File: config.mk
export PLATFORM = sky130hd
export DESIGN_NAME = div_arbiter
export DESIGN_NICKNAME = d
export VERILOG_FILES = /design/src/rtl/div_arbiter.sv
export SDC_FILE = /design/constraint.sdc
export NUM_CORES = 1
export LEC_CHECK = 0
export ABC_AREA = 1
export CORE_UTILIZATION = 39
export CTS_CLUSTER_DIAMETER = 40
export DETAILED_ROUTE_END_ITERATION = 12
export PLACE_DENSITY = 0.9
export SYNTH_ARGS = -nofsm -noshare
export SYNTH_HDL_FRONTEND = slang
export SYNTH_SLANG_ARGS = --single-unit
File: constraint.sdc
create_clock -name clk -period 5.02 [get_ports clk]
set_input_delay 1.004 -clock clk [delete_from_list [all_inputs] [get_ports clk]]
set_output_delay 1.004 -clock clk [all_outputs]
set_load 0.05 [all_outputs]
File: src/rtl/div_arbiter.sv
// rtl/div_arbiter.sv - round-robin arbiter sharing one floating-point divider
// Grants one requester at a time and sequences the divider's level start/finish handshake.
module div_arbiter #(
  parameter int NREQ     = 2,
  parameter int MAX_WAIT = 64
) (
  input  logic                 clk,
  input  logic                 reset,
  input  logic [NREQ-1:0]      req,
  input  logic [32*NREQ-1:0]   op_a,
  input  logic [32*NREQ-1:0]   op_b,
  output logic [NREQ-1:0]      ack,
  output logic [NREQ-1:0]      done,
  output logic                 err,
  output logic [31:0]          result,
  output logic                 busy,
  output logic                 div_start,
  output logic [31:0]          div_a,
  output logic [31:0]          div_b,
  input  logic [31:0]          div_result,
  input  logic                 div_finish
);

  localparam int IW = (NREQ > 1) ? $clog2(NREQ) : 1;
  localparam int CW = $clog2(MAX_WAIT + 1);
  localparam logic [CW-1:0] CNT_LAST = CW'(MAX_WAIT - 1);
  localparam logic [IW-1:0] IDX_TOP  = IW'(NREQ - 1);

  typedef enum logic [1:0] {IDLE, RUN, RECOVER} state_e;

  state_e            state_q, state_d;
  logic [NREQ-1:0]   ack_q, ack_d;
  logic [NREQ-1:0]   done_q, done_d;
  logic              err_q, err_d;
  logic [31:0]       result_q, result_d;
  logic              busy_q, busy_d;
  logic              start_q, start_d;
  logic [31:0]       div_a_q, div_a_d;
  logic [31:0]       div_b_q, div_b_d;
  logic [CW-1:0]     cnt_q, cnt_d;
  logic [IW-1:0]     gnt_q, gnt_d;
  logic [IW-1:0]     last_q, last_d;

  logic              pick_valid;
  logic [IW-1:0]     pick_idx;
  logic [IW-1:0]     cand;
  logic              grant_en;

  // Walk downward so the requester nearest after last_q is the one left standing.
  always_comb begin
    pick_valid = 1'b0;
    pick_idx   = '0;
    cand       = '0;
    for (int k = NREQ; k >= 1; k--) begin
      cand = IW'((int'(last_q) + k) % NREQ);
      if (req[cand]) begin
        pick_valid = 1'b1;
        pick_idx   = cand;
      end
    end
  end

  always_comb begin
    state_d  = state_q;
    ack_d    = '0;
    done_d   = '0;
    err_d    = 1'b0;
    result_d = result_q;
    start_d  = start_q;
    div_a_d  = div_a_q;
    div_b_d  = div_b_q;
    cnt_d    = cnt_q;
    gnt_d    = gnt_q;
    last_d   = last_q;
    grant_en = 1'b0;

    case (state_q)
      IDLE: begin
        if (pick_valid) grant_en = 1'b1;
      end
      RUN: begin
        if (div_finish) begin
          result_d       = div_result;
          done_d[gnt_q]  = 1'b1;
          start_d        = 1'b0;
          state_d        = RECOVER;
        end else if (cnt_q == CNT_LAST) begin
          done_d[gnt_q]  = 1'b1;
          err_d          = 1'b1;
          start_d        = 1'b0;
          state_d        = RECOVER;
        end else begin
          cnt_d = cnt_q + CW'(1);
        end
      end
      RECOVER: begin
        // A finish still high here belongs to the previous operation.
        if (!div_finish) begin
          if (pick_valid) grant_en = 1'b1;
          else            state_d  = IDLE;
        end
      end
      default: state_d = IDLE;
    endcase

    if (grant_en) begin
      div_a_d          = op_a[{pick_idx, 5'd0} +: 32];
      div_b_d          = op_b[{pick_idx, 5'd0} +: 32];
      ack_d[pick_idx]  = 1'b1;
      start_d          = 1'b1;
      gnt_d            = pick_idx;
      last_d           = pick_idx;
      cnt_d            = '0;
      state_d          = RUN;
    end

    busy_d = (state_d != IDLE);
  end

  always_ff @(posedge clk or posedge reset) begin
    if (reset) begin
      state_q  <= IDLE;
      ack_q    <= '0;
      done_q   <= '0;
      err_q    <= 1'b0;
      result_q <= '0;
      busy_q   <= 1'b0;
      start_q  <= 1'b0;
      div_a_q  <= '0;
      div_b_q  <= '0;
      cnt_q    <= '0;
      gnt_q    <= '0;
      last_q   <= IDX_TOP;
    end else begin
      state_q  <= state_d;
      ack_q    <= ack_d;
      done_q   <= done_d;
      err_q    <= err_d;
      result_q <= result_d;
      busy_q   <= busy_d;
      start_q  <= start_d;
      div_a_q  <= div_a_d;
      div_b_q  <= div_b_d;
      cnt_q    <= cnt_d;
      gnt_q    <= gnt_d;
      last_q   <= last_d;
    end
  end

  assign ack       = ack_q;
  assign done      = done_q;
  assign err       = err_q;
  assign result    = result_q;
  assign busy      = busy_q;
  assign div_start = start_q;
  assign div_a     = div_a_q;
  assign div_b     = div_b_q;

endmodule

==> metrics.csv, run 1 <==
stage;metric;value;unit
place;global placement routability congestion;0.812;
synth;synth warn;0;
sta;Slew Viols, Final;0;
synth;Yosys reg bits;114;
power_and_ir_drop;Reg power frac;0.264;
power_and_ir_drop;PD cells;734;nW/µm²
min_path;WHS Endpoint;result[30];
critical_path;worst-path fanout max;35;
finish;most frequent cells in the layout;nand2_1 (295), clkdlybuf4s50_1 (267), dfrtp_1 (113);
sta;final period utilization;0.560;
detailed_routing;DR DRC count;0;
place;HPWL after detailed placement;10300;µm
finish;diode count;0;
synth;Post-Synthesis Cells;581;
power_and_ir_drop;Gate power share;0.535;
synth;Top FF cell, synth;dfrtp_1;
sta;RSZ-0062 raised after global routing;no;
power_and_ir_drop;VDD IR max;0.000337;V
finish;Final nets;1008;
min_path;Cells on Worst Hold Path;2;
synth;Post-Synth XOR/XNOR Area;0.00180;
detailed_routing;vias post-DR;4954;
detailed_routing;post-route ant nets;0;
power_and_ir_drop;Pint;3.15;mW
sta;Min Hold Slack;0.470;ns
sta;setup TNS;0;ns
critical_path;FF-to-FF setup slack;2.86;ns
clock_network;Clock Latency Late Sink;0.40;ns
grt;initial antenna violation count;0;
min_path;Hold Path Class;reg2reg;
clock_network;post-CTS resize count;0;
finish;final core utilization;0.679;
synth;mux contribution to synthesized area;0;
detailed_routing;vias per cell;4.85;
sta;Max-slew headroom;0.269;
critical_path;CP Launch Type;primary input;
die;# IOs;268;
detailed_routing;TritonRoute pass-1 iters;7;
critical_path;worst endpoint data arrival time;3.06;ns
die;Die Ht;114;µm
finish;Filler cells;920;
critical_path;R2R depth;8;
grt;overall routing resource usage;0.239;
finish;commonest non-fill, non-tap cell in the layout;nand2_1;
synth;Yosys cell types;22;
synth;main combinational cell family by area after synthesis;simple AND/OR/NAND/NOR gates;
sta;fmax;356;MHz
detailed_routing;drt total wl;15000;µm
sta;worst slew pin tran;1.10;ns
place;Port Buf Inserts;267;
critical_path;worst path required time;5.27;ns
clock_network;CTS Buffer Depth;2;
detailed_routing;DR WL/cell;14.7;µm
clock_network;setup bufs post-CTS;0;
synth;post-synthesis compound-gate area fraction;0.00463;
critical_path;CP Class;in2reg;
job;Max-cap violations;0;
synth;EDFF count, synth;0;
synth;Post-Syn Nets;747;
grt;GR Overflow Total;0;
power_and_ir_drop;Switch Pwr;2.86;mW
run_status;status;complete, no violations;
clock_network;H-tree Lvls;4;
sta;clk_skew;0.00718;ns
synth;Mean Syn Cell Area;8.37;µm²
sta;Setup violations, final;0;
grt;largest net degree at the start of global routing;80;
clock_network;clock root cell;clkbuf_16;
clock_network;CTS Buf Count;17;
die;Core Area;12100;µm²
die;Die Footprint;12900;µm²
clock_network;hold_buf cts;0;
finish;Synth-to-Final Area Change;68.4;%
synth;sequential area share after synthesis;0.587;
min_path;Hold Crit Start;result[30];
finish;layout cells sized above 1;0.0504;
power_and_ir_drop;Switching Share;0.476;
synth;ys async rst share;1.00;
synth;Cell Area, Synth;4860;µm²
sta;Final Hold Viols;0;
die;Die W;114;µm
grt;first-pass GRT wire length;24100;µm
power_and_ir_drop;Clock power frac;0.201;
grt;number of global-route vias before repair;5011;
synth;Post-Synth Adder-Cell Area;0.00257;
place;pre-CTS setup slack;1.79;ns
die;Std-Cell Rows;40;
clock_network;Worst-path clk slew;0.05;ns
die;Initial Utilization;0.403;
critical_path;critical register-to-register path startpoint;state_q[1];
critical_path;reg2reg end;div_a[18];
critical_path;crit path capture type;flip-flop;
clock_network;clock sinks;114;
synth;Post-Synth Simple-Gate Area;0.353;
sta;PnR worst setup slack;2.21;ns
clock_network;CTS tree;done;
detailed_routing;initial drt markers;286;
sta;Tmin final;2.81;ns
power_and_ir_drop;leak pwr;3.79;nW
[stage by stage]
| step | cells | power, mW | instance area, µm² |
|---|---|---|---|
| 6_report | 1022 | 6.01 | 8190 |
| 5_1_grt | 1022 | 6.32 | 8190 |
| 4_1_cts | 1022 | 6.05 | 8190 |
| 3_5_place_dp | 991 | 4.81 | 7600 |
| 3_3_place_gp | 991 | 4.75 | 7600 |
| 2_1_floorplan | 581 | 3.68 | 4860 |
[power groups by stage]
stage               Combinational [mW]  Clock, mW  Sequential [mW]
CTS                               3.24       1.23             1.58
detailed placement                3.23          0             1.58
global route                      3.42       1.27             1.63
finish                            3.22       1.21             1.58
global placement                  3.18          0             1.57
floorplan                        0.773          0             2.90
[area by class of cell]
cell class	instances	area (µm²)	share of cell area
sequential	114	2850	0.349
timing repair buffer	273	2720	0.332
multi-input combinational	421	1760	0.215
clock buffer	18	429	0.0524
tap	168	210	0.0257
clock inverter	13	161	0.0197
inverter	15	58.8	0.00718
[state kept, by name, summed over array words and instances (netlist names)]
register / cells
div_a: 32
result: 32
ack: 2
div_start: 1
err: 1
state_q: 2
done: 2
busy: 1
div_b: 32
cnt_q: 7
last_q: 1
gnt_q: 1
[Yosys cell counts, types with 2 or more instances]
library cell / n / share of area
nor3_1: 2 / 0.0021
nand2_1: 295 / 0.23
buf_2: 2 / 0.0021
buf_6: 7 / 0.016
buf_4: 6 / 0.0093
nand4_1: 2 / 0.0026
nor2_4: 2 / 0.0046
inv_2: 2 / 0.0015
o21ai_0: 2 / 0.0021
nor2_1: 10 / 0.0077
dfrtp_1: 113 / 0.58
nand3_1: 102 / 0.10
inv_1: 13 / 0.010
clkbuf_1: 15 / 0.012
[worst max-delay path by stage]
| stage | end | slack (ns) | cells after the start | startpoint |
|---|---|---|---|---|
| 2_1_floorplan | ack[0] | 1.00 | 1 | reset |
| 3_3_place_gp | div_a[5] | 1.88 | 9 | div_finish |
| 3_5_place_dp | div_start | 1.79 | 7 | div_finish |
| 4_1_cts | div_start | 2.21 | 7 | div_finish |
| 5_1_grt | div_start | 2.05 | 7 | div_finish |
| 6_report | div_start | 2.21 | 7 | div_finish |
[layer usage]
layer	vias up	track usage	routed length [µm]
met5	-	0	0
met4	0	0.0947	311
met3	29	0.0871	1360
met2	228	0.397	7540
met1	2339	0.283	5760
li1	2358	-	-
[logic make-up (layout without fill, tap and decap cells)]
family / count (synthesis) / after routing
AO/OA/AOI/OAI: 4 / 4
XOR/XNOR: 1 / 1
adder cells (fa/ha/maj): 1 / 1
buffers and inverters: 46 / 319
flip-flops: 114 / 114
AND/OR/NAND/NOR: 415 / 415
[worst max-delay path: stages]
cell and delay (ns):
clkdlybuf4s50_1 0.49, buf_4 0.34, nand2_1 0.70, nand2_1 0.28, inv_1 0.11, nand2_1 0.07, nand2_1 0.06
No activity file was read; power rests on OpenSTA's default activity.
==> inputs of run 2 (changes only) <==
- clock period: 5.02 -> 2.6 ns (I/O delays scaled with it)
==> metrics.csv, run 2 (synthesis results as in run 1) <==
stage;metric;value;unit;change
critical_path;worst path required time;2.89;ns;was 5.27 ns
sta;Final Hold Viols;0;;unchanged
die;Die Ht;114;µm;unchanged
clock_network;CTS tree;done;;unchanged
die;Core Area;12100;µm²;unchanged
clock_network;H-tree Lvls;4;;unchanged
finish;Synth-to-Final Area Change;69.1;%;was 68.4%
clock_network;CTS Buf Count;17;;unchanged
power_and_ir_drop;Switching Share;0.477;;was 0.476
place;Port Buf Inserts;267;;unchanged
grt;largest net degree at the start of global routing;72;;was 80
detailed_routing;TritonRoute pass-1 iters;5;;was 7
grt;overall routing resource usage;0.238;;was 0.239
sta;RSZ-0062 raised after global routing;no;;unchanged
sta;Setup violations, final;0;;unchanged
die;Initial Utilization;0.403;;unchanged
finish;final core utilization;0.682;;was 0.679
clock_network;clock root cell;clkbuf_16;;unchanged
grt;GR Overflow Total;0;;unchanged
place;pre-CTS setup slack;-0.00275;ns;was 1.79 ns
power_and_ir_drop;Switch Pwr;5.48;mW;was 2.86 mW
grt;initial antenna violation count;1;;was 0
sta;Slew Viols, Final;0;;unchanged
detailed_routing;vias per cell;4.76;;was 4.85
place;HPWL after detailed placement;10700;µm;was 10300 µm
sta;PnR worst setup slack;0.360;ns;was 2.21 ns
sta;fmax;447;MHz;
power_and_ir_drop;PD cells;1400;nW/µm²;was 734 nW/µm²
clock_network;setup bufs post-CTS;0;;unchanged
sta;setup TNS;0;ns;unchanged
clock_network;clock sinks;114;;unchanged
detailed_routing;initial drt markers;291;;was 286
power_and_ir_drop;VDD IR max;0.000853;V;was 0.000337 V
clock_network;CTS Buffer Depth;2;;unchanged
finish;layout cells sized above 1;0.0547;;was 0.0504
finish;most frequent cells in the layout;nand2_1 (295), clkdlybuf4s50_1 (267), dfrtp_1 (113);;unchanged
clock_network;post-CTS resize count;0;;unchanged
sta;Max-slew headroom;0.424;;was 0.269
power_and_ir_drop;Gate power share;0.547;;was 0.535
detailed_routing;post-route ant nets;0;;unchanged
power_and_ir_drop;Reg power frac;0.263;;was 0.264
die;Std-Cell Rows;40;;unchanged
min_path;Hold Path Class;reg2reg;;unchanged
power_and_ir_drop;Pint;6.00;mW;was 3.15 mW
critical_path;worst-path fanout max;71;;was 35
sta;clk_skew;0.00776;ns;was 0.00718 ns
grt;first-pass GRT wire length;23800;µm;was 24100 µm
detailed_routing;DR DRC count;0;;unchanged
run_status;status;complete, no violations;;unchanged
clock_network;Worst-path clk slew;0.05;ns;about the same
job;Max-cap violations;0;;unchanged
place;global placement routability congestion;0.788;;was 0.812
detailed_routing;DR WL/cell;14.7;µm;about the same
die;Die Footprint;12900;µm²;unchanged
critical_path;worst endpoint data arrival time;2.53;ns;was 3.06 ns
critical_path;crit path capture type;flip-flop;;unchanged
finish;Filler cells;900;;was 920
finish;Final nets;1014;;was 1008
power_and_ir_drop;Power Total;11.5;mW;was 6.01 mW
power_and_ir_drop;leak pwr;3.81;nW;was 3.79 nW
die;# IOs;268;;unchanged
power_and_ir_drop;Clock power frac;0.190;;was 0.201
clock_network;hold_buf cts;0;;unchanged
grt;number of global-route vias before repair;4889;;was 5011
critical_path;CP Class;in2reg;;unchanged
detailed_routing;drt total wl;15100;µm;was 15000 µm
finish;commonest non-fill, non-tap cell in the layout;nand2_1;;unchanged
sta;worst slew pin tran;0.862;ns;was 1.10 ns
detailed_routing;vias post-DR;4903;;was 4954
die;Die W;114;µm;unchanged
critical_path;CP Launch Type;primary input;;unchanged
sta;Tmin final;2.24;ns;
sta;final period utilization;0.861;;
clock_network;Clock Latency Late Sink;0.40;ns;about the same
==> run 2: cell count changes in the layout (fill, tap and decap cells not counted), sizes merged <==
cell	delta
clkinvlp	+1
buf	+6
inv	-3
diode	+1
clkbuf	+2
clkinv	+1
bufinv	-1
==> run 2: per-stage QoR <==
step	area (µm²)	hold slack, ns	cells
after floorplan	4870	0.403	581
after CTS	8220	0.437	1028
after detailed placement	7670	0.415	997
after global routing	8220	0.470	1029
final	8220	0.448	1029
after global placement	7670	0.420	997
==> run 2: final timing paths <==
path,start,to,slack (ns),depth (start not counted)
hold reg to reg,gnt_q,done[0],0.45,1
setup / recovery,req[1],cnt_q[3],0.36,8
hold / removal,gnt_q,done[0],0.45,1
max in group asynchronous,reset,div_b[21],1.40,3
setup reg to reg,last_q,div_b[19],0.58,7
min in group asynchronous,reset,div_a[12],0.54,2
==> run 2: metal layers <==
metal | up-vias | share of wire | GRT usage
met4 | 0 | 0.026 | 0.104
li1 | 2364 | - | -
met2 | 201 | 0.50 | 0.405
met3 | 26 | 0.079 | 0.0797
met5 | - | 0 | 0
met1 | 2312 | 0.39 | 0.273
==> run 2: final cells by class <==
type,instances,area (µm²),share of cell area
clock inverter,11,115,0.0140
timing repair buffer,279,2790,0.339
tap,168,210,0.0256
clock buffer,20,437,0.0531
antenna,1,2.50,0.000304
inverter,15,60.1,0.00730
multi-input combinational,421,1760,0.214
sequential,114,2850,0.347
==> run 2: critical path, stage by stage <==
cell and delay, ns:
clkdlybuf4s50_1 0.43, nor2_1 0.26, nor2_4 0.07, inv_2 0.08
buf_4 0.61, o21ai_0 0.37, nand2_1 0.14, nand2_1 0.06
==> run 2: power by group through the flow <==
stage               logic [mW]  registers [mW]  clock network, mW
finish                    6.28            3.03               2.18
global placement          6.20            3.01                  0
floorplan                 1.49            5.61                  0
detailed placement        6.32            3.02                  0
global route              6.64            3.11               2.31
CTS                       6.33            3.02               2.22
==> variant, RTL diff (config.mk and constraints of run 1) <==
Change the parameter `NREQ` from 2 to 8.
--- a/src/rtl/div_arbiter.sv
+++ b/src/rtl/div_arbiter.sv
@@ -2,5 +2,5 @@
 // Grants one requester at a time and sequences the divider's level start/finish handshake.
 module div_arbiter #(
-  parameter int NREQ     = 2,
+  parameter int NREQ     = 8,
   parameter int MAX_WAIT = 64
 ) (
Interface: changed (5 resized); port bits go from 268 to 670. The function was not compared with the original's and may differ.
==> variant against run 1 <==
The flow now stops in I/O pin placement (3_2_place_iop); area after synthesis up 140%.
==> variant: results (changes against run 1) <==
### Synthesis
- warning count from the yosys run: 0, unchanged
- Async S/R FF share, synth: 1.000, unchanged
- post-synthesis net count: 2,540, was 747
- Area contributors post-synth: sky130_fd_sc_hd__nand2_1 (33%), sky130_fd_sc_hd__dfrtp_1 (28%), sky130_fd_sc_hd__nand3_1 (18%), was sky130_fd_sc_hd__dfrtp_1 (58%), sky130_fd_sc_hd__nand2_1 (23%), sky130_fd_sc_hd__nand3_1 (10%)
- share of the yosys chip area belonging to registers: 0.2827, was 0.5870
- Mapped Cells: 1,982, was 581
- post-synthesis sequential element count: 130, was 114
- count of cell types in the netlist: 31, was 22
- leading register cell type out of synthesis: sky130_fd_sc_hd__dfrtp_1, unchanged
- Synth top cells by count: sky130_fd_sc_hd__nand2_1 (1,001), sky130_fd_sc_hd__nand3_1 (410), sky130_fd_sc_hd__dfrtp_1 (127), sky130_fd_sc_hd__nor2_1 (124), sky130_fd_sc_hd__buf_2 (84), was sky130_fd_sc_hd__nand2_1 (295), sky130_fd_sc_hd__dfrtp_1 (113), sky130_fd_sc_hd__nand3_1 (102), sky130_fd_sc_hd__clkbuf_1 (15), sky130_fd_sc_hd__inv_1 (13)

### Run status
- run status: did not finish, was finished, final reports clean
- last stage reached: I/O pin placement (3_2_place_iop)
- Error Message: [ERROR PPL-0024] Number of IO pins (670) exceeds maximum number of available positions (622). Increase the die perimeter from 695.46um to 911.20um.

### Floorplanning
- number of core rows: 62, was 40

[variant: kinds of logic after synthesis]
logic type	share of synthesized area
AND/OR/NAND/NOR	0.5901
XOR/XNOR	0.003041
adder cells (fa/ha/maj)	0.003259
AO/OA/AOI/OAI	0.009450
multiplexers	0.03128
buffers and inverters	0.08016
flip-flops	0.2827
